`config.mk`:
```
export PLATFORM = sky130hd
export DESIGN_NAME = sync_fifo_flat
export DESIGN_NICKNAME = d
export VERILOG_FILES = /design/src/rtl/sync_fifo_pkg.sv /design/src/rtl/sync_fifo_if.sv /design/src/rtl/sync_fifo_ram.sv /design/src/rtl/sync_fifo.sv /design/src/flat_wrapper.sv
export SDC_FILE = /design/constraint.sdc
export NUM_CORES = 1
export LEC_CHECK = 0
export CORE_MARGIN = 4
export CORE_UTILIZATION = 30
export DETAILED_ROUTE_END_ITERATION = 7
export PLACE_DENSITY = 0.42
export SYNTH_ARGS = -nofsm -noshare
export SYNTH_HDL_FRONTEND = slang
export SYNTH_HIERARCHICAL = 1
export SYNTH_SLANG_ARGS = --single-unit
```
`constraint.sdc`:
```
create_clock -name clk -period 3.59 [get_ports clk]
set_clock_uncertainty 0.1 [all_clocks]
set_input_delay 0.5385 -clock clk [delete_from_list [all_inputs] [get_ports clk]]
set_output_delay 0.5385 -clock clk [all_outputs]
set_load 0.01 [all_outputs]
```
`src/rtl/sync_fifo_pkg.sv`:
```
// Shared constants and types for the sync_fifo block.
package sync_fifo_pkg;

  localparam int unsigned DefaultDataWidth = 8;
  localparam int unsigned DefaultDepth     = 16;

  typedef logic [DefaultDataWidth-1:0] fifo_word_t;

endpackage

```
`src/rtl/sync_fifo_if.sv`:
```
// Producer/consumer bus for sync_fifo; SYNC_FIFO_LEVEL_EN adds the fifo_level signal.
interface sync_fifo_if #(
  parameter int unsigned DATA_WIDTH = 8,
  parameter int unsigned DEPTH      = 16,
  parameter int unsigned ADDR_WIDTH = $clog2(DEPTH)
);

  logic [DATA_WIDTH-1:0] data_in;
  logic                  push;
  logic                  pop;
  logic [DATA_WIDTH-1:0] data_out;
  logic                  en;
  logic                  fifo_full;
  logic                  fifo_empty;
`ifdef SYNC_FIFO_LEVEL_EN
  logic [ADDR_WIDTH:0]   fifo_level;

  modport master (
    output data_in, push, pop,
    input  data_out, en, fifo_full, fifo_empty, fifo_level
  );
  modport slave (
    input  data_in, push, pop,
    output data_out, en, fifo_full, fifo_empty, fifo_level
  );
`else
  modport master (
    output data_in, push, pop,
    input  data_out, en, fifo_full, fifo_empty
  );
  modport slave (
    input  data_in, push, pop,
    output data_out, en, fifo_full, fifo_empty
  );
`endif

endinterface

```
`src/rtl/sync_fifo_ram.sv`:
```
// Register array with one write port and a registered read port; read data resets to 0.
module sync_fifo_ram
  import sync_fifo_pkg::*;
#(
  parameter int unsigned DATA_WIDTH = DefaultDataWidth,
  parameter int unsigned DEPTH      = DefaultDepth,
  parameter int unsigned ADDR_WIDTH = $clog2(DEPTH)
) (
  input  logic                  clk,
  input  logic                  reset,
  input  logic                  we_i,
  input  logic [ADDR_WIDTH-1:0] waddr_i,
  input  logic [DATA_WIDTH-1:0] wdata_i,
  input  logic                  re_i,
  input  logic [ADDR_WIDTH-1:0] raddr_i,
  output logic [DATA_WIDTH-1:0] rdata_o
);

  logic [DATA_WIDTH-1:0] mem_q [DEPTH];
  logic [DATA_WIDTH-1:0] rdata_q;

  // Storage is deliberately left out of reset.
  always_ff @(posedge clk) begin
    if (we_i) begin
      mem_q[waddr_i] <= wdata_i;
    end
  end

  // Same-address read and write returns the old word (full + push + pop case).
  always_ff @(posedge clk) begin
    if (!reset) begin
      rdata_q <= '0;
    end else if (re_i) begin
      rdata_q <= mem_q[raddr_i];
    end
  end

  assign rdata_o = rdata_q;

endmodule

```
`src/rtl/sync_fifo.sv`:
```
// Single-clock byte FIFO: pointers, count and flags; storage in sync_fifo_ram.
// Define SYNC_FIFO_LEVEL_EN to expose the occupancy count as fifo_level.
module sync_fifo
  import sync_fifo_pkg::*;
#(
  parameter int unsigned DATA_WIDTH = DefaultDataWidth,
  parameter int unsigned DEPTH      = DefaultDepth,
  parameter int unsigned ADDR_WIDTH = $clog2(DEPTH)
) (
  input  logic        clk,
  input  logic        reset,
  sync_fifo_if.slave  bus
);

  localparam logic [ADDR_WIDTH:0] FullCount = (ADDR_WIDTH + 1)'(DEPTH);

  logic [ADDR_WIDTH-1:0] wr_ptr_q, wr_ptr_d;
  logic [ADDR_WIDTH-1:0] rd_ptr_q, rd_ptr_d;
  logic [ADDR_WIDTH:0]   count_q, count_d;
  logic                  en_q, en_d;
  logic                  full, empty;
  logic                  wr_ok, rd_ok;

  assign full  = (count_q == FullCount);
  assign empty = (count_q == '0);

  // A pop frees a slot in the same cycle, so push is accepted when full if popping.
  assign wr_ok = bus.push & (~full | bus.pop);
  assign rd_ok = bus.pop & ~empty;

  always_comb begin
    wr_ptr_d = wr_ptr_q;
    rd_ptr_d = rd_ptr_q;
    count_d  = count_q;
    en_d     = rd_ok;
    if (wr_ok) wr_ptr_d = wr_ptr_q + ADDR_WIDTH'(1);
    if (rd_ok) rd_ptr_d = rd_ptr_q + ADDR_WIDTH'(1);
    unique case ({wr_ok, rd_ok})
      2'b10:   count_d = count_q + (ADDR_WIDTH + 1)'(1);
      2'b01:   count_d = count_q - (ADDR_WIDTH + 1)'(1);
      default: count_d = count_q;
    endcase
  end

  always_ff @(posedge clk) begin
    if (!reset) begin
      wr_ptr_q <= '0;
      rd_ptr_q <= '0;
      count_q  <= '0;
      en_q     <= 1'b0;
    end else begin
      wr_ptr_q <= wr_ptr_d;
      rd_ptr_q <= rd_ptr_d;
      count_q  <= count_d;
      en_q     <= en_d;
    end
  end

  sync_fifo_ram #(
    .DATA_WIDTH (DATA_WIDTH),
    .DEPTH      (DEPTH),
    .ADDR_WIDTH (ADDR_WIDTH)
  ) u_ram (
    .clk     (clk),
    .reset   (reset),
    .we_i    (wr_ok),
    .waddr_i (wr_ptr_q),
    .wdata_i (bus.data_in),
    .re_i    (rd_ok),
    .raddr_i (rd_ptr_q),
    .rdata_o (bus.data_out)
  );

  assign bus.en         = en_q;
  assign bus.fifo_full  = full;
  assign bus.fifo_empty = empty;
`ifdef SYNC_FIFO_LEVEL_EN
  assign bus.fifo_level = count_q;
`endif

endmodule

```
`src/flat_wrapper.sv`:
```
// flat-port wrapper written by rule: the top's interface ports become plain ports
module sync_fifo_flat import sync_fifo_pkg::*;
#(
  parameter int unsigned DATA_WIDTH = DefaultDataWidth,
  parameter int unsigned DEPTH      = DefaultDepth,
  parameter int unsigned ADDR_WIDTH = $clog2(DEPTH)
)
  (clk, reset, bus_data_in, bus_push, bus_pop, bus_data_out, bus_en, bus_fifo_full, bus_fifo_empty);
  sync_fifo_if #(.DATA_WIDTH(DATA_WIDTH), .DEPTH(DEPTH), .ADDR_WIDTH(ADDR_WIDTH)) bus_i ();
  input  logic clk;
  input  logic reset;
  input wire logic [$bits(bus_i.data_in)-1:0] bus_data_in;
  input wire logic [$bits(bus_i.push)-1:0] bus_push;
  input wire logic [$bits(bus_i.pop)-1:0] bus_pop;
  output wire logic [$bits(bus_i.data_out)-1:0] bus_data_out;
  output wire logic [$bits(bus_i.en)-1:0] bus_en;
  output wire logic [$bits(bus_i.fifo_full)-1:0] bus_fifo_full;
  output wire logic [$bits(bus_i.fifo_empty)-1:0] bus_fifo_empty;
  assign bus_i.data_in = bus_data_in;
  assign bus_i.push = bus_push;
  assign bus_i.pop = bus_pop;
  assign bus_data_out = bus_i.data_out;
  assign bus_en = bus_i.en;
  assign bus_fifo_full = bus_i.fifo_full;
  assign bus_fifo_empty = bus_i.fifo_empty;
  sync_fifo #(.DATA_WIDTH(DATA_WIDTH), .DEPTH(DEPTH), .ADDR_WIDTH(ADDR_WIDTH)) u_core (.clk(clk), .reset(reset), .bus(bus_i));
endmodule
```
==> flow_metrics.tcl, run 1 <==
set metrics [dict create \
    status "completed" \
    io_buffers 22 \
    drtIter0Drc 232 \
    slew_viol_final 0 \
    ant_nets 0 \
    swShare 0.2543 \
    final_core_util 0.3623 \
    yosys_register_bits 150 \
    drive_gt1_frac 0.1136 \
    root_buffer "clkbuf_16" \
    final.setup.tns_ns 0 \
    synth-edff-count 128 \
    setup_slack_ns 0.8513 \
    clkPwrFrac 0.367 \
    synth_top_area_cell "edfxtp_1" \
    peakVddDrop_mv 0.3181 \
    netlist_instances 399 \
    vias 3324 \
    grt_pass1_wl_mm 21.18 \
    postCtsSetupBuffers 0 \
    critical_path.max_fanout 7 \
    critPathCaptureType "flip-flop" \
    cts_buffer_depth 2 \
    nets 455 \
    clock-sinks 150 \
    cts_tree "built" \
    power.share.sequential 0.479 \
    pwr-share-comb 0.154 \
    synth.avg_cell_area_um2 15.30 \
    core_area_um2 19720 \
    finalHoldViolations 0 \
    dp_hpwl_mm 8.897 \
    worstPathRequired_ns 3.84 \
    synthDominantCellAreaShare 0.6295 \
    intPower_uw 3220 \
    power_uw 4317 \
    antenna_found_initial 0 \
    preCtsSetupSlack_ns 0.6636 \
    h-tree-depth 4 \
    ys_seq_area_frac 0.7016 \
    place.gp.congestion 0.7665 \
    rsz0062_at_grt "false" \
    drc 0 \
    wl_mm 13.90 \
    cts_resized 0 \
    fp.dieH_um 150.7 \
    max-cap-violations 0 \
    setup_viol 0 \
    io_pins 23 \
    p_per_area_nw_per_um2 604.3 \
    switching_power_uw 1098 \
    start_kind "flip-flop" \
    antenna_cells_inserted 0 \
    hp-class "reg -> reg" \
    crit_chain "or4_4 -> o21a_4 -> ha_1 -> ha_1 -> a21oi_1 -> and4b_1 -> a21oi_1 -> mux2i_1" \
    ys_warn_count 6 \
    netlist_area_um2 6106 \
    max_stage_delay_ns 0.62 \
    grt_pass1_vias 3451 \
    clk_latency_ns 0.41 \
    routed_via_density 4.655 \
    syn_to_final_growth_pct 17.01 \
    leakage_uw 0.002279 \
    die_area_um2 22700 \
    start_util 0.3097 \
    synthArstFlopShare 0 \
    drtPass1Iterations 4 \
    ys_types 38 \
    grtUsageTotal 0.1303 \
    cts_buffers 17 \
    grt_max_degree 42 \
    ff2ff_path_depth 8 \
    rows 51 \
    period_share 0.7629 \
    period_minus_slack_ns 2.739 \
    die_w_um 150.7 \
    timing.fmax_ghz 0.3651 \
    arrival_ns 2.98 \
    whs_path_depth 2 \
    slowest_stage "or4_4" \
    crit_type "reg -> reg" \
    placed_area_um2 6614 \
    relSlewSlack 0.4007 \
    tightest_slew_ns 0.8979 \
    stdcell_area_um2 7144 \
    cts_hold_buf 0 \
    clkTransAtPathRegs_ns 0.06 \
    synthTopCellsByArea "edfxtp_1, mux2i_1, dfxtp_1" \
    wl_per_cell_um 19.47 \
    synth_flop_cell "edfxtp_1" \
    grt_overflow 0 \
    synth_nets 418 \
]
[critical path, delay by kind of cell, from the launching register on]
kind | cells | cell delay [ns]
AND/OR/NAND/NOR | 2 | 0.83
AO/OA/AOI/OAI | 3 | 0.52
flip-flops | 1 | 0.36
adder cells (fa/ha/maj) | 2 | 0.67
multiplexers | 1 | 0.19
[sequential cells by signal (all words and copies together) (netlist names)]
signal                flops
u_core/wr_ptr_q           4
u_core/u_ram/rdata_o      8
u_core/u_ram/mem_q      128
u_core/bus.en             1
u_core/count_q            5
u_core/rd_ptr_q           4
[cells by family (layout without fill, tap and decap cells)]
kind of cell | Yosys count | in the layout | synth area share
XOR/XNOR | 7 | 7 | 0.01004
buffers and inverters | 22 | 72 | 0.03012
adder cells (fa/ha/maj) | 7 | 7 | 0.01557
AO/OA/AOI/OAI | 46 | 46 | 0.05389
AND/OR/NAND/NOR | 100 | 100 | 0.07889
multiplexers | 67 | 67 | 0.1098
flip-flops | 150 | 150 | 0.7016
[placed cells by master (no fill, tap or decap), types with 2 or more instances in the layout]
| cell | instances |
|---|---|
| mux2i_1 | 67 |
| or3_1 | 2 |
| ha_1 | 6 |
| a21oi_1 | 12 |
| inv_4 | 2 |
| inv_1 | 3 |
| a22oi_1 | 24 |
| nor2_1 | 25 |
| nand2_1 | 22 |
| clkinv_2 | 6 |
| o211ai_1 | 4 |
| clkdlybuf4s50_1 | 22 |
| nor2b_1 | 3 |
| clkbuf_16 | 18 |
| o21ai_1 | 2 |
| nand3b_1 | 2 |
| buf_4 | 14 |
| nor2_2 | 2 |
| xor2_1 | 5 |
| nand3_1 | 30 |
| clkbuf_1 | 4 |
| nor3_1 | 4 |
| and2_1 | 2 |
| dfxtp_1 | 21 |
| xnor2_1 | 2 |
| nand2b_1 | 3 |
| edfxtp_1 | 128 |
[routing by layer]
layer	track usage	vias up	routed length [um]
met3	0.02498	14	497
met5	0	-	0
met1	0.1853	1661	6845
met2	0.1978	59	6368
li1	-	1590	-
met4	0.04896	0	191
[path summary, 6_finish.rpt]
| check | from | to | slack, ns |
|---|---|---|---|
| max | u_core/count_q[0] | u_core/count_q[4] | 0.85 |
| max reg2reg | u_core/count_q[0] | u_core/count_q[4] | 0.85 |
| min | u_core/u_ram/rdata_o[0] | u_core/u_ram/rdata_o[0] | 0.35 |
| min reg2reg | u_core/u_ram/rdata_o[0] | u_core/u_ram/rdata_o[0] | 0.35 |
[power groups by stage]
stage	clock (uW)	combinational [uW]	sequential, uW
3_3_place_gp	0	663	2100
5_1_grt	1710	732	2080
4_1_cts	1640	672	2070
2_1_floorplan	0	402	2100
3_5_place_dp	0	668	2100
6_report	1590	664	2070
[synth_stat cells (4+ instances only)]
cell type	instances
dfxtp_1	22
ha_1	6
nor2_1	25
mux2i_1	67
a21oi_1	12
buf_2	4
xor2_1	5
nand3_1	30
o211ai_1	4
edfxtp_1	128
buf_6	4
nand2_1	22
a22oi_1	24
nor3_1	4
[area by class of cell]
class / count / area, um^2
clock buffer: 23 / 479.2
clock inverter: 9 / 51.30
fill: 1882 / 12570
inverter: 3 / 11.26
multi-input combinational: 227 / 1638
sequential: 150 / 4288
tap: 265 / 331.6
timing repair buffer: 37 / 345.3
[metrics by stage]
stage	hold slack, ns	cells
CTS	0.3588	714
floorplan	0.3818	399
global placement	0.3532	682
finish	0.3538	714
detailed placement	0.3442	682
global route	0.3856	714
(Power assumes the default switching activity.)
==> inputs of run 2 (changes only) <==
- clock period: 3.59 -> 2.7 ns (I/O delays scaled with it)
==> flow_metrics.tcl, run 2 (synthesis gave the netlist of run 1 again) <==
set metrics [dict create \
    relSlewSlack 0.5729 \
    setup_viol 0 \
    routed_via_density 4.569 \
    die_w_um 150.7 \
    nets 469 \
    fp.dieH_um 150.7 \
    p_per_area_nw_per_um2 793.1 \
    clkTransAtPathRegs_ns 0.06 \
    antenna_found_initial 0 \
    h-tree-depth 4 \
    wl_per_cell_um 17.81 \
    mostFrequentLayoutCell "edfxtp_1" \
    ant_nets 0 \
    largest_register_ffs 128 \
    cts_hold_buf 0 \
    cp.buffers_inverters 0 \
    drive_gt1_frac 0.1490 \
    start_kind "flip-flop" \
    grt_pass1_vias 3323 \
    crit_type "reg -> reg" \
    start_util 0.3097 \
    drc 0 \
    final.setup.tns_ns 0 \
    critical_path.max_fanout 7 \
    postCtsSetupBuffers 0 \
    power_uw 5762 \
    finalHoldViolations 0 \
    period_minus_slack_ns 2.582 \
    wl_mm 12.96 \
    antenna_cells_inserted 0 \
    final_cell_mix "edfxtp_1, mux2i_1, nand3_1, buf_4, nor2_1" \
    vias 3326 \
    rsz0062_at_grt "false" \
    drtPass1Iterations 4 \
    hp-class "reg -> reg" \
    tightest_slew_ns 0.6387 \
    syn_to_final_growth_pct 18.98 \
    io_pins 23 \
    status "completed" \
    grt_pass1_wl_mm 20.00 \
    clk_latency_ns 0.42 \
    period_share 0.9561 \
    cts_buffers 17 \
    cts_tree "built" \
    peakVddDrop_mv 0.4332 \
    grt_overflow 0 \
    clock-sinks 150 \
    core_area_um2 19720 \
    slew_viol_final 0 \
    crit_chain "or4_4 -> o21a_4 -> ha_2 -> ha_1 -> nand3_1 -> and4b_1 -> a21oi_1 -> mux2i_1" \
    die_area_um2 22700 \
    placed_area_um2 6719 \
    grtUsageTotal 0.1230 \
    grt_max_degree 27 \
    timing.fmax_ghz 0.3874 \
    max-cap-violations 0 \
    root_buffer "clkbuf_16" \
    cts_buffer_depth 2 \
    slowest_stage "or4_4" \
    largest-register "u_core/u_ram/mem_q" \
    dp_hpwl_mm 8.484 \
    rows 51 \
    critPathCaptureType "flip-flop" \
    place.gp.congestion 0.7086 \
    worstPathRequired_ns 2.95 \
    drtIter0Drc 156 \
    critical_path.top_delay_family "simple AND/OR/NAND/NOR gates" \
    max_stage_delay_ns 0.62 \
    arrival_ns 2.83 \
    cts_resized 0 \
    io_buffers 22 \
    stdcell_area_um2 7264 \
    leakage_uw 0.002329 \
]
-- run 2: changes by cell type in the layout (fill, tap and decap cells not counted) --
cell        previous run  this run
clkbuf_1               4         1
inv_6                  0         5
clkbuf_16             18        17
clkinv_1               0         1
clkinv_2               6         3
inv_4                  2         0
ha_2                   0         1
clkbuf_8               1         0
ha_4                   0         1
buf_4                 14        28
ha_1                   6         4
clkinvlp_4             0         4
-- run 2: layout make-up --
cell class / count / area (um^2)
Clock inverter: 14 / 101.3
Inverter: 3 / 11.26
Tap cell: 265 / 331.6
Multi-Input combinational cell: 227 / 1653
Clock buffer: 18 / 429.2
Fill cell: 1869 / 12450
Timing Repair Buffer: 51 / 450.4
Sequential cell: 150 / 4288
-- run 2: power breakdown --
part           leakage (uW)  internal (uW)  switching, uW
combinational      0.000741            423            486
clock              0.000251           1180            925
sequential          0.00134           2650            101
-- run 2: path summary, 6_finish.rpt --
| check | startpoint | to | slack, ns | depth (start not counted) |
|---|---|---|---|---|
| max reg2reg | u_core/count_q[0] | u_core/count_q[4] | 0.12 | 8 |
| max | u_core/count_q[0] | u_core/count_q[4] | 0.12 | 8 |
| min reg2reg | u_core/u_ram/rdata_o[4] | u_core/u_ram/rdata_o[4] | 0.36 | 2 |
| min | u_core/u_ram/rdata_o[4] | u_core/u_ram/rdata_o[4] | 0.36 | 2 |
-- run 2: stage by stage --
step | setup WS, ns | util | hold slack, ns | std cells
after floorplan | 0.1295 | - | 0.3818 | 399
after global placement | 0.1009 | 0.3408 | 0.3508 | 696
after detailed placement | 0.07017 | 0.3408 | 0.3486 | 696
after CTS | 0.05087 | 0.3677 | 0.3643 | 728
after global routing | 0.006306 | 0.3684 | 0.3952 | 728
final | 0.1184 | 0.3684 | 0.3577 | 728
-- run 2: metal layers --
| layer | up-vias | wire length, um | GRT usage |
|---|---|---|---|
| met2 | 54 | 6341 | 0.1996 |
| met1 | 1633 | 5927 | 0.1586 |
| li1 | 1627 | - | - |
| met3 | 12 | 548 | 0.03612 |
| met5 | - | 0 | 0 |
| met4 | 0 | 146 | 0.04034 |
-- run 2: worst reg2reg max path: cells and delay by family, from the launching register on --
family          cells  cell delay, ns
compound gates      2            0.38
fa+ha+maj           2            0.58
flops               1            0.36
mux                 1            0.19
simple gates        3            0.91
